### src/rtl/hamming_enc_seq.sv
// Sequencer that reads NUM_MSG 11-bit messages from data memory and writes back Hamming (16,11) SECDED words.
// Optional build macro HAM_SEQ_CYCLE_CNT_EN adds a saturating busy-cycle counter output (cycle_cnt).
module hamming_enc_seq #(
  parameter int NUM_MSG  = 15,
  parameter int SRC_BASE = 0,
  parameter int DST_BASE = 30,
  parameter int ADDR_W   = 8
) (
  input  logic              clk,
  input  logic              reset,
  input  logic              req,
  output logic              done,
  output logic              busy,
  output logic [ADDR_W-1:0] mem_addr,
  output logic              mem_wen,
  output logic [7:0]        mem_wdata,
  input  logic [7:0]        mem_rdata
`ifdef HAM_SEQ_CYCLE_CNT_EN
  ,
  output logic [15:0]       cycle_cnt
`endif
);

  typedef enum logic [2:0] {
    IDLE  = 3'd0,
    RD_LO = 3'd1,
    RD_HI = 3'd2,
    CAP   = 3'd3,
    WR_LO = 3'd4,
    WR_HI = 3'd5,
    DONE  = 3'd6
  } state_t;

  localparam logic [ADDR_W-1:0] SRC     = ADDR_W'(SRC_BASE);
  localparam logic [ADDR_W-1:0] DST     = ADDR_W'(DST_BASE);
  localparam logic [6:0]        LAST_IX = 7'(NUM_MSG - 1);

  state_t      state_reg, state_next;
  logic [6:0]  idx_reg, idx_next;
  logic [7:0]  lo_reg, lo_next;
  logic [15:0] word_reg, word_next;
  logic        done_reg, done_next;

  logic [ADDR_W-1:0] offset;
  logic [ADDR_W-1:0] src_lo;
  logic [ADDR_W-1:0] dst_lo;

  // Word layout {d11..d5, p8, d4..d2, p4, d1, p2, p1, p0}; d[8:1] comes from the low byte.
  function automatic logic [15:0] encode(input logic [11:1] d);
    logic p8, p4, p2, p1, p0;
    p8 = ^d[11:5];
    p4 = (^d[11:8]) ^ (^d[4:2]);
    p2 = d[11] ^ d[10] ^ d[7] ^ d[6] ^ d[4] ^ d[3] ^ d[1];
    p1 = d[11] ^ d[9] ^ d[7] ^ d[5] ^ d[4] ^ d[2] ^ d[1];
    p0 = (^d) ^ p8 ^ p4 ^ p2 ^ p1;
    return {d[11:5], p8, d[4:2], p4, d[1], p2, p1, p0};
  endfunction

  assign offset = ADDR_W'({idx_reg, 1'b0});
  assign src_lo = SRC + offset;
  assign dst_lo = DST + offset;

  always_ff @(posedge clk) begin
    if (reset) begin
      state_reg <= IDLE;
      idx_reg   <= '0;
      lo_reg    <= '0;
      word_reg  <= '0;
      done_reg  <= 1'b0;
    end else begin
      state_reg <= state_next;
      idx_reg   <= idx_next;
      lo_reg    <= lo_next;
      word_reg  <= word_next;
      done_reg  <= done_next;
    end
  end

  always_comb begin
    state_next = state_reg;
    idx_next   = idx_reg;
    lo_next    = lo_reg;
    word_next  = word_reg;
    done_next  = done_reg;
    busy       = 1'b0;
    mem_addr   = '0;
    mem_wen    = 1'b0;
    mem_wdata  = '0;
    case (state_reg)
      IDLE: begin
        if (req) begin
          done_next  = 1'b0;
          idx_next   = '0;
          state_next = RD_LO;
        end
      end
      RD_LO: begin
        busy       = 1'b1;
        mem_addr   = src_lo;
        state_next = RD_HI;
      end
      RD_HI: begin
        busy       = 1'b1;
        lo_next    = mem_rdata;
        mem_addr   = src_lo + ADDR_W'(1);
        state_next = CAP;
      end
      CAP: begin
        // Only d[11:9] live in the high byte; the upper five bits are don't-care.
        busy       = 1'b1;
        word_next  = encode({mem_rdata[2:0], lo_reg});
        state_next = WR_LO;
      end
      WR_LO: begin
        busy       = 1'b1;
        mem_addr   = dst_lo;
        mem_wen    = 1'b1;
        mem_wdata  = word_reg[7:0];
        state_next = WR_HI;
      end
      WR_HI: begin
        busy      = 1'b1;
        mem_addr  = dst_lo + ADDR_W'(1);
        mem_wen   = 1'b1;
        mem_wdata = word_reg[15:8];
        if (idx_reg == LAST_IX) begin
          state_next = DONE;
        end else begin
          idx_next   = idx_reg + 7'd1;
          state_next = RD_LO;
        end
      end
      DONE: begin
        done_next  = 1'b1;
        state_next = IDLE;
      end
      default: state_next = IDLE;
    endcase
  end

  assign done = done_reg;

`ifdef HAM_SEQ_CYCLE_CNT_EN
  logic [15:0] cnt_reg;

  always_ff @(posedge clk) begin
    if (reset) begin
      cnt_reg <= '0;
    end else if (state_reg == IDLE && req) begin
      cnt_reg <= '0;
    end else if (busy && cnt_reg != 16'hFFFF) begin
      cnt_reg <= cnt_reg + 16'd1;
    end
  end

  assign cycle_cnt = cnt_reg;
`endif

endmodule

### config.mk
export PLATFORM = sky130hd
export DESIGN_NAME = hamming_enc_seq
export DESIGN_NICKNAME = d
export VERILOG_FILES = /design/src/rtl/hamming_enc_seq.sv
export SDC_FILE = /design/constraint.sdc
export NUM_CORES = 1
export LEC_CHECK = 0
export ABC_AREA = 1
export ABC_CLOCK_PERIOD_IN_PS = 2050
export BUFFER_PORTS_ARGS = -buffer_cell sky130_fd_sc_hd__buf_2
export CAP_MARGIN = 20
export CORE_MARGIN = 5
export CORE_UTILIZATION = 48
export DETAILED_ROUTE_END_ITERATION = 7
export HOLD_SLACK_MARGIN = 0.02
export PLACE_DENSITY = 0.69
export SETUP_SLACK_MARGIN = 0.15
export SYNTH_ARGS = -nofsm -noshare
export SYNTH_HDL_FRONTEND = slang
export SYNTH_SLANG_ARGS = --single-unit
### constraint.sdc
create_clock -name clk -period 2.05 [get_ports clk]
set_input_delay 0.41 -clock clk [delete_from_list [all_inputs] [get_ports clk]]
set_output_delay 0.41 -clock clk [all_outputs]
set_load 0.02 [all_outputs]
==> metrics.csv, run 1 <==
metric,value,unit
largest_register_ffs,16,
synth-seq-area-share,34.2,%
n_fill_cell,338,
maxSlewViolCount,0,
max_slew_margin,76.0,%
worst_setup_path_end_kind,primary output,
cp.required,1.64,ns
final_cell_area,2760,um^2
synth_cells,315,
crit_path_cell_trace,buf_6 -> nor2_4 -> inv_2 -> nor2_4 -> buf_6 -> nand2_4 -> a21oi_2 -> buf_6,
syn_avg_cell_area,6.51,um^2
dp_hpwl,3900,um
cpMostUsedCell,buf_6,
slowest_delay,0.36,ns
fin_skew,0.00987,ns
numCtsBuffers,5,
pre_cts_slack,0.112,ns
drt_iter0_drc,175,
leakage,0.00128,uW
areaGrowthSynthToFinish,34.6,%
ir_worst_vdd,0.543,mV
first_pass_iters,4,
start_util,50.5,%
insertion_delay,0.28,ns
cts_sinks,35,
wl_per_cell,13.1,um
ys_ff_latch,35,
outcome,finished clean,
drc,0,
critPathLaunchType,flip-flop,
crit_type,flip-flop to primary output,
holdCritStartpoint,mem_rdata[6],
ys_warn_count,0,
finalHoldViolations,0,
rows,23,
grt_max_degree,32,
vias,2151,
min_path_type,input pin to flip-flop,
tightest_slew,0.360,ns
tns,0,ns
grt_overflow,0,
syn_nets,331,
root_buffer,clkbuf_8,
synth_cell_types,29,
setup_viol,0,
fmax,501,MHz
grt_pass1_wl,8800,um
n_antenna_cell,0,
cts_tree,yes,
final_nets,384,
netlist_top_cells_area,"dfxtp_1 (34%), nand2_1 (16%), a21oi_1 (8.8%)",
fin_crit,1.99,ns
antenna_found_initial,0,
critPathMaxFanout,5,
cap_violations,0,
first_global_vias,1931,
io_pins,30,
routed_via_density,5.13,
netlist.area_leader.share,34.2,%
critPathSlowestCell,dfxtp_4,
crit_buf_inv,4,
routed_wl,5470,um
yosysTopAreaCell,dfxtp_1,
timing.rr.start,idx_reg[0],
dieArea,5680,um^2
fp.coreArea,4060,um^2
layout_common_cells,"nand2_1 (74), inv_1 (36), buf_4 (33)",
crit_start,state_reg[1],
drive_gt1_share,30.1,%
ant_nets,0,
setup_ws,0.0555,ns
mappedNetlistArea,2050,um^2
numPortBuffers,29,
track_usage,19.9,%
routabilityCongestion,0.920,
cp_top_family,buffers and inverters,
power_density,700,nW/um^2
path_clk_slew,0.07,ns
place_area,2340,um^2
layout_commonest_cell,nand2_1,
cts_buffer_depth,2,
die_w,75.4,um
crit_arrival,1.58,ns
dieHeight,75.4,um
min_period_over_period,97.3,%
rsz0062_at_grt,yes,
htreeDepth,2,
-- per-layer routing --
metal	part of all wire [%]	vias up	global-route usage, %
met5	0	-	0
met4	0.53	0	4.47
met3	5.2	4	3.43
met2	45	57	31.3
met1	49	962	28.5
li1	-	1128	-
-- stage by stage --
stage / power [uW] / instances / hold slack (ns) / util [%]
2_1_floorplan: 1140 / 315 / 0.464 / -
3_3_place_gp: 1260 / 394 / 0.456 / 57.7
3_5_place_dp: 1270 / 394 / 0.460 / 57.7
4_1_cts: 1870 / 412 / 0.402 / 65.3
5_1_grt: 2040 / 419 / 0.423 / 68.0
6_report: 1930 / 419 / 0.401 / 68.0
-- timing repair --
item	in CTS	in global routing
endpoints found under the setup margin	16	16
gates resized for setup	50	20
gates cloned	1	0
setup buffers	9	7
hold buffers	0	0
pin swaps	3	10
-- worst paths after layout --
path	end	slack (ns)	depth (start not counted)
max	mem_wdata[2]	0.06	8
min	lo_reg[6]	0.40	3
max reg2reg	idx_reg[6]	0.32	10
min reg2reg	done	0.48	2
-- cell families (layout without fill, tap and decap cells) --
logic type / after synthesis / count (layout) / synth area share (%)
xor gates and xnor gates: 10 / 10 / 4.27
adders and majority gates: 5 / 5 / 3.05
and+or+nand+nor: 138 / 138 / 29.5
AOI/OAI and AO/OA: 75 / 75 / 19.4
DFF: 35 / 35 / 34.2
buffers and inverters: 52 / 106 / 9.64
-- synth_stat cells --
master,count
a21oi_1,36
nor2_4,2
o21a_1,1
o21ai_0,27
ha_1,5
o211ai_1,1
o32ai_1,2
nor3_2,1
inv_2,1
nor2_1,22
nand3_1,19
nor3_1,3
o22ai_1,3
a211oi_1,2
inv_1,43
nand2_1,85
nand2_4,1
buf_2,2
nand3_2,2
xnor2_1,3
nor3_4,1
xor2_1,7
nand4_1,1
a31oi_1,1
o21ai_1,2
clkbuf_1,5
clkinv_1,1
dfxtp_1,35
nor2_2,1
-- where the power goes --
part           switching, uW  internal (uW)  total (uW)
Combinational            360            250         610
Sequential              50.7            727         777
Clock                    239            307         545
Total                    649           1280        1930
-- layout make-up --
type                    instances  area [um^2]  share of cell area [%]
clock buffers                   8          100                    3.63
inverters                      45          183                    6.62
repair buffers                 53          400                    14.5
multi-input cells             228         1300                    47.0
well taps                      50         62.6                    2.27
flip-flops and latches         35          717                    26.0
-- tightest hold or removal path, stage by stage --
cell and delay (ns):
buf_2 0.07, o21ai_0 0.07, a21oi_1 0.10
Power figures use the tool's default switching activity.
==> run 2, diff against run 1 <==
--- a/config.mk
+++ b/config.mk
@@ -9,11 +9,13 @@
 export ABC_CLOCK_PERIOD_IN_PS = 2050
 export BUFFER_PORTS_ARGS = -buffer_cell sky130_fd_sc_hd__buf_2
 export CAP_MARGIN = 20
+export CELL_PAD_IN_SITES_DETAIL_PLACEMENT = 0
+export CELL_PAD_IN_SITES_GLOBAL_PLACEMENT = 1
 export CORE_MARGIN = 5
-export CORE_UTILIZATION = 48
+export CORE_UTILIZATION = 40
 export DETAILED_ROUTE_END_ITERATION = 7
 export HOLD_SLACK_MARGIN = 0.02
-export PLACE_DENSITY = 0.69
+export PLACE_DENSITY = 0.79
 export SETUP_SLACK_MARGIN = 0.15
 export SYNTH_ARGS = -nofsm -noshare
 export SYNTH_HDL_FRONTEND = slang
==> constraint.sdc (replaced) <==
create_clock -name clk -period 2.05 [get_ports clk]
set_input_delay 0.1025 -clock clk [delete_from_list [all_inputs] [get_ports clk]]
set_output_delay 0.1025 -clock clk [all_outputs]
set_load 0.02 [all_outputs]
==> run 2 against run 1 <==
Compared with the run above:
- final cell count is 0.72% higher
- total power is 10% lower
- sequential power is 0.6% lower
- sequential cell count stayed put
- clock power is 16% lower
- die area is 17% higher
- global-route usage is 2.0 points lower
- register-to-register slack better by 0.14 ns
- clock-buffer cell count is 2 lower
- highest routed layer unchanged
- worst setup slack better by 0.20 ns
- critical endpoint is now mem_addr[4]
==> metrics.csv, run 2 (synthesis results as in run 1) <==
metric,value,unit,change
drt_iter0_drc,92,,was 175
path_clk_slew,0.07,ns,about the same
routabilityCongestion,0.877,,was 0.920
timing.rr.end,idx_reg[6],,unchanged
ir_worst_vdd,0.391,mV,was 0.543 mV
dp_cells,413,,was 394
n_fill_cell,540,,was 338
first_global_vias,1951,,"was 1,931"
r2r_cells,11,,was 10
rows,26,,was 23
regArea,713,um^2,was 717 um^2
min_path_type,input pin to flip-flop,,unchanged
cpMostUsedCell,o21ai_0,,was buf_6
insertion_delay,0.28,ns,about the same
start_util,40.7,%,was 50.5%
routed_via_density,4.82,,was 5.13
antenna_found_initial,0,,unchanged
fp.coreArea,5040,um^2,was 4060 um^2
n_antenna_cell,0,,unchanged
wl_per_cell,12.6,um,was 13.1 um
io_pins,30,,unchanged
grt_pass1_wl,9160,um,was 8800 um
cts_buffer_depth,2,,unchanged
multi_input_area,1170,um^2,was 1300 um^2
fmax,558,MHz,was 501 MHz
grt_overflow,0,,unchanged
tightest_slew,0.365,ns,was 0.360 ns
cts_sinks,35,,unchanged
rrSetupSlack,0.46,ns,was 0.32 ns
hold_path_end,lo_reg[5],,was lo_reg[6]
cp.required,1.95,ns,was 1.64 ns
htreeDepth,2,,unchanged
dieHeight,81.6,um,was 75.4 um
setup_viol,0,,unchanged
numCtsBuffers,5,,unchanged
holdPathStages,3,,unchanged
grt_max_degree,32,,unchanged
crit_type,flip-flop to primary output,,unchanged
timing.rr.start,state_reg[0],,was idx_reg[0]
die_w,81.6,um,was 75.4 um
track_usage,17.9,%,was 19.9%
dieArea,6660,um^2,was 5680 um^2
power_density,710,nW/um^2,was 700 nW/um^2
cts_tree,yes,,unchanged
slowest_delay,0.38,ns,was 0.36 ns
max_slew_margin,75.5,%,was 76.0%
first_pass_iters,4,,unchanged
largest_register_ffs,16,,unchanged
rsz0062_at_grt,no,,was yes
min_period_over_period,87.5,%,was 97.3%
outcome,finished clean,,unchanged
finalHoldViolations,0,,unchanged
maxSlewViolCount,0,,unchanged
dp_hpwl,4110,um,was 3900 um
drc,0,,unchanged
root_buffer,clkbuf_8,,unchanged
fin_crit,1.79,ns,was 1.99 ns
crit_arrival,1.69,ns,was 1.58 ns
drive_gt1_share,18.2,%,was 30.1%
cap_violations,0,,unchanged
fin_cells,422,,was 419
leakage,0.00113,uW,was 0.00128 uW
numPortBuffers,29,,unchanged
areaGrowthSynthToFinish,19.0,%,was 34.6%
critPathMaxFanout,6,,was 5
holdCritStartpoint,mem_rdata[5],,was mem_rdata[6]
critPathSlowestCell,dfxtp_4,,unchanged
fin_skew,0.00601,ns,was 0.00987 ns
ant_nets,0,,unchanged
tns,0,ns,unchanged
routed_wl,5330,um,was 5470 um
vias,2034,,"was 2,151"
final_nets,369,,was 384
worst_setup_path_end_kind,primary output,,unchanged
crit_path_cell_trace,inv_1 -> ha_2 -> nand2_2 -> nor2_1 -> o21ai_0 -> o21ai_0 -> buf_2,,was buf_6 -> nor2_4 -> inv_2 -> nor2_4 -> buf_6 -> nand2_4 -> a21oi_2 -> buf_6
critPathLaunchType,flip-flop,,unchanged
layout_common_cells,"nand2_1 (83), inv_1 (40), a21oi_1 (36)",,"was nand2_1 (74), inv_1 (36), buf_4 (33)"
layout_commonest_cell,nand2_1,,unchanged
## run 2: what timing repair did
action                                  in CTS  in global routing
hold buffers                                 0                  0
setup buffers                                0                  3
endpoints found under the setup margin       8                 10
gates resized for setup                      4                 12
pin swaps                                    0                  2
## run 2: power by group
group	total, uW	switching [uW]	internal (uW)
Clock	456	230	226
Sequential	772	47.0	725
Combinational	506	320	186
## run 2: final cells by class
cell class              instances  share of cell area (%)
multi-input cells             228                    48.1
flip-flops and latches         35                    29.2
repair buffers                 38                    9.23
inverters                      45                    6.92
well taps                      70                    3.59
clock buffers                   6                    2.97
## run 2: worst max-delay path: cells and delay by family (launching register included)
kind	cells	cell delay (ns)
and+or+nand+nor	2	0.23
AOI/OAI and AO/OA	2	0.19
adders and majority gates	1	0.24
buffers and inverters	2	0.36
DFF	1	0.38
## run 2: how the worst max path moves through the flow
stage              endpoint  cells past startpoint          from
2_1_floorplan   mem_addr[6]                      6  state_reg[1]
3_3_place_gp    mem_addr[6]                      7  state_reg[0]
3_5_place_dp    mem_addr[6]                      7  state_reg[0]
4_1_cts         mem_addr[4]                      7  state_reg[1]
5_1_grt        mem_wdata[2]                      8  state_reg[2]
6_report        mem_addr[4]                      7  state_reg[1]
## run 2: metrics by stage
stage          total power (uW)  hold WS, ns  utilization (%)  area (um^2)  setup WS [ns]
2_1_floorplan              1130        0.293                -         2050          0.279
3_3_place_gp               1260        0.377             45.9         2310          0.140
3_5_place_dp               1260        0.384             45.9         2310          0.251
4_1_cts                    1720       0.0884             47.5         2390          0.151
5_1_grt                    1870       0.0985             48.4         2440          0.147
6_report                   1730       0.0923             48.4         2440          0.257
## run 2: routing by layer
metal	track usage, %	vias up	part of all wire, %
met4	4.49	0	0.90
met2	27.7	40	42
met5	0	-	0
met1	25.0	899	52
li1	-	1091	-
met3	4.17	4	4.9
